## src/rtl/i2c_data_in_rx_if.sv

```systemverilog
// i2c_data_in_rx_if: pad-side and register-file-side signals of the I2C
// write-path receiver, bundled so the parameterised buffer travels as one port.
//   slave  modport : receiver view (pads/enable in, status and buffer out)
//   master modport : bus/system view (drives pads and enable, observes status)
// NUM_BYTES must match the NUM_BYTES of the receiver bound to the interface.
interface i2c_data_in_rx_if #(
  parameter int unsigned NUM_BYTES = 6
);
  localparam int unsigned CW = $clog2(NUM_BYTES) + 1;

  logic          SCL;
  logic          SDA;
  logic          enable;
  logic          SDA_down;
  logic          addr_match;
  logic          byte_valid;
  logic [7:0]    byte_data;
  logic [CW-1:0] rx_count;
  logic [7:0]    received_data [NUM_BYTES];
  logic          overflow;
  logic          done;

  modport slave (
    input  SCL, SDA, enable,
    output SDA_down, addr_match, byte_valid, byte_data, rx_count,
           received_data, overflow, done
  );

  modport master (
    output SCL, SDA, enable,
    input  SDA_down, addr_match, byte_valid, byte_data, rx_count,
           received_data, overflow, done
  );
endinterface

```

## src/rtl/i2c_data_in_rx.sv

```systemverilog
// i2c_data_in_rx: I2C slave write-path receiver.
// Synchronises raw SCL/SDA, detects START / repeated START / STOP, matches a
// 7-bit write address and stores data bytes into a NUM_BYTES-deep buffer with
// ACK/NACK generation and sticky overflow.
// Ports:
//   FPGA_clk   system clock, rising edge
//   rst        synchronous active-high reset
//   bus        i2c_data_in_rx_if.slave:
//                SCL, SDA, enable                 (in)
//                SDA_down, addr_match, byte_valid, byte_data, rx_count,
//                received_data, overflow, done    (out, all registered)
module i2c_data_in_rx #(
  parameter int unsigned NUM_BYTES    = 6,
  parameter logic [6:0]  SLAVE_ADDR   = 7'h42,
  parameter bit          NACK_ON_FULL = 1'b1
) (
  input  logic                   FPGA_clk,
  input  logic                   rst,
  i2c_data_in_rx_if.slave        bus
);

  localparam int unsigned CW = $clog2(NUM_BYTES) + 1;

  typedef enum logic [2:0] {
    S_IDLE,
    S_ADDR,
    S_ADDR_ACK,
    S_DATA,
    S_DATA_ACK,
    S_IGNORE
  } state_t;

  state_t        r_state;

  // Two-flop synchronisers plus one history stage for edge detection
  logic          r_scl_meta, r_scl_sync, r_scl_prev;
  logic          r_sda_meta, r_sda_sync, r_sda_prev;

  logic [6:0]    r_shift;
  logic [2:0]    r_bit_cnt;
  logic          r_ack_drive;   // 1 = ACK the current byte, 0 = NACK
  logic          r_ack_phase;   // 0 = waiting for the fall ending bit 8

  logic          r_sda_down;
  logic          r_addr_match;
  logic          r_byte_valid;
  logic [7:0]    r_byte_data;
  logic [CW-1:0] r_rx_count;
  logic [7:0]    r_buf [NUM_BYTES];
  logic          r_overflow;
  logic          r_done;

  logic          w_scl_rise, w_scl_fall;
  logic          w_start, w_stop;
  logic [7:0]    w_byte;
  logic          w_addr_ok;
  logic          w_has_room;

  // Bus conditions from synchronised samples only
  assign w_scl_rise = r_scl_sync & ~r_scl_prev;
  assign w_scl_fall = ~r_scl_sync & r_scl_prev;
  assign w_start    = r_scl_sync & r_scl_prev & r_sda_prev & ~r_sda_sync;
  assign w_stop     = r_scl_sync & r_scl_prev & ~r_sda_prev & r_sda_sync;

  // Byte as it will look once the current SDA sample is shifted in
  assign w_byte     = {r_shift, r_sda_sync};
  assign w_addr_ok  = (w_byte[7:1] == SLAVE_ADDR) && !w_byte[0];
  assign w_has_room = r_rx_count < CW'(NUM_BYTES);

  // Receiver state machine, synchronisers and output registers
  always_ff @(posedge FPGA_clk) begin
    if (rst) begin
      r_state      <= S_IDLE;
      r_scl_meta   <= 1'b1;
      r_scl_sync   <= 1'b1;
      r_scl_prev   <= 1'b1;
      r_sda_meta   <= 1'b1;
      r_sda_sync   <= 1'b1;
      r_sda_prev   <= 1'b1;
      r_shift      <= '0;
      r_bit_cnt    <= '0;
      r_ack_drive  <= 1'b0;
      r_ack_phase  <= 1'b0;
      r_sda_down   <= 1'b0;
      r_addr_match <= 1'b0;
      r_byte_valid <= 1'b0;
      r_byte_data  <= '0;
      r_rx_count   <= '0;
      r_overflow   <= 1'b0;
      r_done       <= 1'b0;
      for (int i = 0; i < int'(NUM_BYTES); i++) r_buf[i] <= '0;
    end else begin
      r_scl_meta   <= bus.SCL;
      r_scl_sync   <= r_scl_meta;
      r_scl_prev   <= r_scl_sync;
      r_sda_meta   <= bus.SDA;
      r_sda_sync   <= r_sda_meta;
      r_sda_prev   <= r_sda_sync;

      r_byte_valid <= 1'b0;
      r_done       <= 1'b0;

      if (w_start || w_stop) begin
        // Bus conditions override bit sampling; any partial byte is dropped
        r_sda_down   <= 1'b0;
        r_bit_cnt    <= '0;
        r_ack_phase  <= 1'b0;
        r_addr_match <= 1'b0;
        if (r_addr_match) r_done <= 1'b1;
        if (w_stop)          r_state <= S_IDLE;
        else if (bus.enable) r_state <= S_ADDR;
        else                 r_state <= S_IGNORE;
      end else begin
        case (r_state)
          S_ADDR: begin
            if (w_scl_rise) begin
              r_shift   <= w_byte[6:0];
              r_bit_cnt <= r_bit_cnt + 3'd1;
              if (r_bit_cnt == 3'd7) begin
                if (w_addr_ok) begin
                  r_state      <= S_ADDR_ACK;
                  r_rx_count   <= '0;
                  r_overflow   <= 1'b0;
                  r_addr_match <= 1'b1;
                  r_ack_drive  <= 1'b1;
                  r_ack_phase  <= 1'b0;
                end else begin
                  r_state <= S_IGNORE;
                end
              end
            end
          end

          S_DATA: begin
            if (w_scl_rise) begin
              r_shift   <= w_byte[6:0];
              r_bit_cnt <= r_bit_cnt + 3'd1;
              if (r_bit_cnt == 3'd7) begin
                r_state     <= S_DATA_ACK;
                r_ack_phase <= 1'b0;
                if (w_has_room) begin
                  for (int i = 0; i < int'(NUM_BYTES); i++) begin
                    if (r_rx_count == CW'(i)) r_buf[i] <= w_byte;
                  end
                  r_byte_data  <= w_byte;
                  r_byte_valid <= 1'b1;
                  r_rx_count   <= r_rx_count + CW'(1);
                  r_ack_drive  <= 1'b1;
                end else begin
                  r_overflow  <= 1'b1;
                  r_ack_drive <= !NACK_ON_FULL;
                end
              end
            end
          end

          // ACK window spans from the fall ending bit 8 to the fall ending bit 9
          S_ADDR_ACK, S_DATA_ACK: begin
            if (w_scl_fall) begin
              if (!r_ack_phase) begin
                r_sda_down  <= r_ack_drive;
                r_ack_phase <= 1'b1;
              end else begin
                r_sda_down  <= 1'b0;
                r_ack_phase <= 1'b0;
                r_bit_cnt   <= '0;
                r_state     <= S_DATA;
              end
            end
          end

          default: ;
        endcase
      end
    end
  end

  assign bus.SDA_down      = r_sda_down;
  assign bus.addr_match    = r_addr_match;
  assign bus.byte_valid    = r_byte_valid;
  assign bus.byte_data     = r_byte_data;
  assign bus.rx_count      = r_rx_count;
  assign bus.received_data = r_buf;
  assign bus.overflow      = r_overflow;
  assign bus.done          = r_done;

endmodule

```

## src/flat_wrapper.sv

```systemverilog
// flat-port wrapper written by rule: the top's interface ports become plain ports
module i2c_data_in_rx_flat 
#(
  parameter int unsigned NUM_BYTES    = 6,
  parameter logic [6:0]  SLAVE_ADDR   = 7'h42,
  parameter bit          NACK_ON_FULL = 1'b1
)
  (FPGA_clk, rst, bus_SCL, bus_SDA, bus_enable, bus_SDA_down, bus_addr_match, bus_byte_valid, bus_byte_data, bus_rx_count, bus_received_data, bus_overflow, bus_done);
  i2c_data_in_rx_if #(.NUM_BYTES(NUM_BYTES)) bus_i ();
  input  logic FPGA_clk;
  input  logic rst;
  input wire logic [$bits(bus_i.SCL)-1:0] bus_SCL;
  input wire logic [$bits(bus_i.SDA)-1:0] bus_SDA;
  input wire logic [$bits(bus_i.enable)-1:0] bus_enable;
  output wire logic [$bits(bus_i.SDA_down)-1:0] bus_SDA_down;
  output wire logic [$bits(bus_i.addr_match)-1:0] bus_addr_match;
  output wire logic [$bits(bus_i.byte_valid)-1:0] bus_byte_valid;
  output wire logic [$bits(bus_i.byte_data)-1:0] bus_byte_data;
  output wire logic [$bits(bus_i.rx_count)-1:0] bus_rx_count;
  output wire logic [$bits(bus_i.received_data)-1:0] bus_received_data;
  output wire logic [$bits(bus_i.overflow)-1:0] bus_overflow;
  output wire logic [$bits(bus_i.done)-1:0] bus_done;
  assign bus_i.SCL = bus_SCL;
  assign bus_i.SDA = bus_SDA;
  assign bus_i.enable = bus_enable;
  assign bus_SDA_down = bus_i.SDA_down;
  assign bus_addr_match = bus_i.addr_match;
  assign bus_byte_valid = bus_i.byte_valid;
  assign bus_byte_data = bus_i.byte_data;
  assign bus_rx_count = bus_i.rx_count;
  assign bus_received_data = {>>{bus_i.received_data}};
  assign bus_overflow = bus_i.overflow;
  assign bus_done = bus_i.done;
  i2c_data_in_rx #(.NUM_BYTES(NUM_BYTES), .SLAVE_ADDR(SLAVE_ADDR), .NACK_ON_FULL(NACK_ON_FULL)) u_core (.FPGA_clk(FPGA_clk), .rst(rst), .bus(bus_i));
endmodule
```

## config.mk

```make
export PLATFORM = sky130hd
export DESIGN_NAME = i2c_data_in_rx_flat
export DESIGN_NICKNAME = d
export VERILOG_FILES = /design/src/rtl/i2c_data_in_rx_if.sv /design/src/rtl/i2c_data_in_rx.sv /design/src/flat_wrapper.sv
export SDC_FILE = /design/constraint.sdc
export NUM_CORES = 1
export LEC_CHECK = 0
export ABC_CLOCK_PERIOD_IN_PS = 2000
export CAP_MARGIN = 0
export CELL_PAD_IN_SITES_DETAIL_PLACEMENT = 0
export CELL_PAD_IN_SITES_GLOBAL_PLACEMENT = 2
export CORE_MARGIN = 2
export CORE_UTILIZATION = 28
export DETAILED_ROUTE_END_ITERATION = 12
export PLACE_DENSITY_LB_ADDON = 0.1
export SLEW_MARGIN = 20
export SYNTH_ARGS = -nofsm -noshare
export SYNTH_HDL_FRONTEND = slang
export SYNTH_SLANG_ARGS = --single-unit
```

## constraint.sdc

```tcl
create_clock -name FPGA_clk -period 2 [get_ports FPGA_clk]
set_clock_uncertainty 0.2 [all_clocks]
set_input_delay 0.6 -clock FPGA_clk [delete_from_list [all_inputs] [get_ports FPGA_clk]]
set_output_delay 0.6 -clock FPGA_clk [all_outputs]
set_load 0.05 [all_outputs]
```

# After elaboration in Yosys (flattened, before gate mapping)
# Index checks and enable logic that the tools add are counted.
# classes
n_addsub,2
order_cmp,1
n_eq_ne,27
mux,43
bitwise,15
reduce_logical,29
# ops
op,n
3-bit two-way mux,13
6-bit AND reduction,6
4-bit two-way mux,6
7-bit AND reduction,3
1-bit two-way mux,18
2-bit by 1-bit != test with 1-bit output (second input constant),9
3-bit by 1-bit != test with 1-bit output (second input constant),6
8-bit AND reduction,2
3-bit case mux with 3 select lines,1
4-bit by 2-bit equality test with 1-bit output (second input constant),2
4-bit by 3-bit equality test with 1-bit output (second input constant),2
1-bit inverter,8
4-bit case mux with 2 select lines,1
4-bit AND reduction,2
2-bit OR reduction,4
1-bit AND,7
7-bit equality test (second input constant),1
3-bit by 2-bit equality test with 1-bit output (second input constant),2
3-bit equality test (second input constant),2
3-bit case mux with 2 select lines,1
5-bit AND reduction,1
5-bit OR reduction,1
4-bit by 1-bit adder with 4-bit output (second input constant),1
4-bit by 1-bit equality test with 1-bit output (second input constant),1
other kinds (15),17
# totals
reg_bits,86
input_bits,5
out_inout_bits,65
word_cells,141

# Longest topological paths before layout
# Gate-level depths: netlist of run 1.
# logic_depth
depth_word,7
ltp_mapped,8
mapped_depth_nobuf,6

# Worst setup path after synthesis of run 1
# No wires, ideal clock.
# synth_path
path_kind,reg-to-reg
startpoint,"reg u_core.r_rx_count[1], in the netlist u_core.bus.rx_count[1]"
endpoint,"reg u_core.r_buf, in the netlist u_core.bus.received_data[23]"
setup_time_ps,128
t_arrival_ps,1785
required_ps,1672
path_slack_ps,-113
path_stages_with_launch,6
n_path_buf,0
synth_period_minus_slack_ps,2113
cell_sequence,dfxtp_1 -> ha_1 -> nor2b_1 -> nand4_1 -> mux2i_1 -> nor2_1
# synth_via
elab_chain_cells,2
word_cells_on_any_way,3
classes_between,order compare (1); eq/ne (1); reduce/logical (1)
# synth_lines
item,line,rtl
from (decl),i2c_data_in_rx.sv:48,logic [CW-1:0] r_rx_count;
from (signal assigned),i2c_data_in_rx.sv:147,r_rx_count <= r_rx_count + CW'(1);
4-bit by 3-bit less-than comparator with 1-bit output or 4-bit by 2-bit equality test with 1-bit output (tied branches),"i2c_data_in_rx.sv:68, i2c_data_in_rx.sv:143",
6-bit AND reduction (no line) (*),-,
"to (signal, indexed assignment)",i2c_data_in_rx.sv:143,if (r_rx_count == CW'(i)) r_buf[i] <= w_byte;
to (decl),i2c_data_in_rx.sv:49,logic [7:0] r_buf [NUM_BYTES];
# Mark *: on every way between the ends. The rest lies on a longest branch, timed or not.
# A chain may end at the register's enable or synchronous reset.

# Worst setup path after layout of run 1
# layout_path
startpoint,reg u_core.r_bit_cnt[0]
endpoint,"reg u_core.r_rx_count[2], in the netlist u_core.bus.rx_count[2]"
# layout_via
elab_chain_cells,3
word_cells_on_any_way,4
classes_between,eq/ne (3); reduce/logical (1)
# layout_lines
item,line,rtl
from (decl),i2c_data_in_rx.sv:40,logic [2:0] r_bit_cnt;
from (signal assigned),i2c_data_in_rx.sv:118,r_bit_cnt <= r_bit_cnt + 3'd1;
from (signal assigned),i2c_data_in_rx.sv:137,r_bit_cnt <= r_bit_cnt + 3'd1;
3-bit equality test (*),"i2c_data_in_rx.sv:119, i2c_data_in_rx.sv:138",
2-bit by 1-bit != test with 1-bit output (no line),-,
8-bit AND reduction (no line) (*),-,
# Marked as above.

==> summary by stage, run 1 <==
Yosys
The mean instance size in the synthesized netlist is 9.98 um2. After synthesis the netlist holds a flip-flop and latch count of 86. The portion of netlist area occupied by mux cells is 18.8%. The library cell occupying the most area in the post-synthesis netlist is sky130_fd_sc_hd__dfxtp_1. The number of nets handed over by synthesis was 352. The dominant register cell in the synthesized netlist is sky130_fd_sc_hd__dfxtp_1. Summing the areas of all and, or, nand and nor instances in the mapped netlist gives 18.1% of the synthesized area.

The count of warnings emitted by yosys is 0. The area share of the largest cell type after synthesis is 50.6%. The async set-reset flop share out of synthesis is 0%. Synthesis handed over a netlist of 341 instances. After Yosys synthesis, XOR and XNOR cells account for 0.772% of the synthesized area. The proportion of synthesized chip area in sequential cells is 50.6%.

The adder-cell area share of the yosys netlist is 2.21%. By area, the combinational part of the netlist is dominated by multiplexers. The number of flops mapped to enable cells by yosys is 0. The synthesized netlist devotes 6.03% of its cell area to compound gates. Sorting the synthesized cells by area gives the leading types as sky130_fd_sc_hd__dfxtp_1 (51%), sky130_fd_sc_hd__mux2i_1 (19%), sky130_fd_sc_hd__nor2_1 (7.6%). The post-synthesis cell area is 0.00340 mm2. The count of different cell masters after synthesis is 43.

Detailed routing
The number of vias in the routed layout is 2668. The average via count per standard cell is 4.62. Dividing the detail-routed wire length by the instance count gives 16.1 um. The detailed router's first-iteration violation count is 99. The detail route stage leaves a number of antenna-violating nets equal to 0. The final routed DRC violation total is 0.

Before antenna repair, the detailed router went through 4 iterations. The routed wire length is 9280 um.

Setup path
The critical path is of the reg2reg type. The nature of the critical path endpoint is a register. In this run the worst path has a maximum fanout of 2.

STA puts the critical path data required time at 2.08 ns. The number of cells on the worst reg-to-reg path is 6. Walking the worst path, the cells encountered are ha_1 -> ha_2 -> nand3b_1 -> or2_1 -> or4b_1 -> a21oi_1.

The worst-path cell with the longest stage delay is sky130_fd_sc_hd__or4b_1. STA classifies the critical path startpoint as a register. The data arrival time of the critical path is 2.01 ns. The biggest cell delay along the critical path is 0.52 ns.

Global route
The via count of the first global-routing pass is 2687. The largest net degree at the start of global routing is 32. The initial antenna violation count is 0. The first global-routing pass estimated 14900 um of wire. The total routing resource utilization after global routing is 15.4%. The total congestion overflow is 0.

STA
The highest clock rate is 517 MHz. Setup violations remaining at the end of the flow were counted as 0. Setup repair after global routing left no endpoint under its margin.

Of the available clock period, the critical path in the final layout requires 96.7%. The worst slew margin relative to its limit is 68.5%. The final-report max-slew violation count was 0.

The final critical path time including I/O delays and setup is 1.93 ns. For the pin with the worst max-slew slack, the measured transition is 0.471 ns. The final-layout setup total negative slack is 0 ns. The number of hold-slack violations in the final timing report is 0.

CTS
The number of buffers inserted to repair setup after CTS is 0. The clock latency of the later-clocked register in the worst-skew pair is 0.35 ns. The TritonCTS clock tree is done. The cell sitting at the root of the clock tree is a sky130_fd_sc_hd__clkbuf_16. The number of buffers added by the clock tree synthesis step is 9.

The clock tree synthesis step divided the H-tree into 3 levels. The clock drives 86 sinks. The buffer depth of the longest clock path is 2. The CTS clock-pin slew for the worst setup and hold paths is 0.06 ns.

Floorplan
For this configuration, the core starts out at a cell density of 28.5%. The die is 114 um tall. The floorplan step defined a die boundary enclosing 0.0131 mm2. The die width is 114 um. After floorplanning, the core was divided into 40 placement rows. The core region area is 0.0120 mm2. During I/O placement, the number of pins put on the boundary was 70.

Outcome
The run finished with clean final reports.

Min path
Counting instances, the worst hold path has a depth of 1. The class of the tightest hold or removal check is reg2reg.

Power
The standby leakage power is 2.43 nW. The worst-case IR drop observed on VDD is 0.000559 V. In this run the power density over the cells is 641 mW/mm2.

Layout
After routing the design area is 0.00543 mm2. The fill cell total of the finished layout is 1132. Summing all flip-flop and latch instances after layout gives 0.00173 mm2. In the final design database the tool counted 436 nets.

Relative to the synthesized area, the layout overhead comes to 59.5%. Cells with a size suffix above 1 make up 29.8% of the layout. The final antenna diode count is 0.

The multi-input combinational cell area is 0.00157 mm2.

Run
The number of maximum-capacitance violations is 0.

Placement
The total half-perimeter wirelength after legalization and detailed placement is 6490 um. Summing all placed instances gives a cell area of 0.00512 mm2. Buffers placed on the I/O ports in this run total 69. The routability-driven placement congestion ratio is 0.780.
-- per-layer routing --
| metal | GRT usage [%] | wire (um) | vias up |
|---|---|---|---|
| met3 | 6.99 | 628 | 13 |
| met2 | 24.5 | 4470 | 51 |
| met1 | 18.3 | 3980 | 1269 |
| met5 | 0 | 0 | - |
| met4 | 5.85 | 197 | 0 |
| li1 | - | - | 1335 |
-- Yosys cell counts, drive strengths merged, types with 3 or more instances --
| library cell | count |
|---|---|
| dfxtp | 86 |
| nor2 | 69 |
| mux2i | 64 |
| a21oi | 17 |
| clkbuf | 17 |
| buf | 8 |
| nand4 | 7 |
| or2 | 7 |
| ha | 6 |
| nand2 | 6 |
| nand3 | 5 |
| nor3 | 4 |
| and3b | 3 |
| inv | 3 |
| nand2b | 3 |
| nand3b | 3 |
| nor3b | 3 |
| o21ai | 3 |
-- what timing repair did --
action,CTS,global route
gates resized for setup,0,7
endpoints found under the hold margin,0,0
hold buffers,0,0
setup endpoints to repair,0,53
-- per-stage QoR --
step	total power [mW]	setup slack [ns]	instances	utilization [%]	hold WS, ns
floorplan	1.82	0.00534	341	-	0.189
global placement	1.86	0.0731	561	42.8	0.199
detailed placement	1.86	0.0389	561	42.8	0.201
CTS	3.55	0.0173	577	45.3	0.218
global route	3.62	0.00669	577	45.4	0.223
finish	3.48	0.0659	577	45.4	0.216
-- sequential cells by signal, indices dropped and copies added (netlist names), 3 cells and up --
register                  cells
u_core.r_bit_cnt              3
u_core.bus.rx_count           4
u_core.bus.byte_data          8
u_core.r_shift                7
u_core.r_state                3
u_core.bus.received_data     48
-- worst paths after layout --
kind / from / to / slack [ns]
setup / recovery: u_core.r_bit_cnt[0] / u_core.bus.rx_count[2] / 0.07
hold reg to reg: u_core.r_scl_meta / u_core.r_scl_sync / 0.22
hold / removal: u_core.r_scl_meta / u_core.r_scl_sync / 0.22
setup reg to reg: u_core.r_bit_cnt[0] / u_core.bus.rx_count[2] / 0.07
-- area by class of cell --
cell class,instances,share of cell area (%)
Clock inverter,5,1.08
Multi-Input combinational cell,227,28.9
Timing Repair Buffer,98,30.3
Clock buffer,11,4.29
Tap cell,147,3.39
Inverter,3,0.207
Sequential cell,86,31.9
-- cell families after synthesis --
| logic type | count (synthesis) |
|---|---|
| AO/OA/AOI/OAI | 33 |
| XOR/XNOR | 3 |
| adder cells (fa/ha/maj) | 6 |
| buffers and inverters | 28 |
| flip-flops | 86 |
| multiplexers | 64 |
| AND/OR/NAND/NOR | 121 |
-- layout by cell type (no fill, tap or decap), types with 2 or more instances in the layout --
| cell type | count |
|---|---|
| sky130_fd_sc_hd__clkbuf_16 | 9 |
| sky130_fd_sc_hd__buf_12 | 72 |
| sky130_fd_sc_hd__buf_4 | 21 |
| sky130_fd_sc_hd__nor3_1 | 4 |
| sky130_fd_sc_hd__mux2i_1 | 64 |
| sky130_fd_sc_hd__clkbuf_1 | 2 |
| sky130_fd_sc_hd__o21a_1 | 2 |
| sky130_fd_sc_hd__nand2_1 | 6 |
| sky130_fd_sc_hd__clkdlybuf4s50_1 | 3 |
| sky130_fd_sc_hd__o21ai_0 | 3 |
| sky130_fd_sc_hd__dfxtp_1 | 80 |
| sky130_fd_sc_hd__a21oi_1 | 17 |
| sky130_fd_sc_hd__inv_1 | 3 |
| sky130_fd_sc_hd__dfxtp_2 | 6 |
| sky130_fd_sc_hd__a21o_1 | 2 |
| sky130_fd_sc_hd__nand3_1 | 5 |
| sky130_fd_sc_hd__nor3b_1 | 3 |
| sky130_fd_sc_hd__nand3b_1 | 3 |
| sky130_fd_sc_hd__nor2_1 | 69 |
| sky130_fd_sc_hd__o211ai_1 | 2 |
| sky130_fd_sc_hd__clkinvlp_4 | 2 |
| sky130_fd_sc_hd__and3b_1 | 2 |
| sky130_fd_sc_hd__or2_2 | 6 |
| sky130_fd_sc_hd__nand4_1 | 7 |
| sky130_fd_sc_hd__nor4b_2 | 2 |
| sky130_fd_sc_hd__nand2b_1 | 3 |
| sky130_fd_sc_hd__xor2_1 | 2 |
| sky130_fd_sc_hd__ha_1 | 5 |
-- power by group --
group          total (mW)  switching (mW)  internal [mW]
clock network        1.66           0.688          0.970
registers            1.73         0.00957           1.72
logic              0.0891          0.0518         0.0373
total                3.48           0.750           2.73
-- worst max-delay path, delay by kind of cell, from the launching register on --
family | cells | cell delay [ns]
fa+ha+maj | 2 | 0.34
flops | 1 | 0.34
simple gates | 3 | 0.86
compound gates | 1 | 0.13
No activity file was read; power rests on OpenSTA's default activity.
==> inputs of run 2 (changes only) <==
GPL_ROUTABILITY_DRIVEN = 0   (was unset)
==> results of run 2 <==
Same layout as run 1: the final DEF is identical, and so are final timing and power.
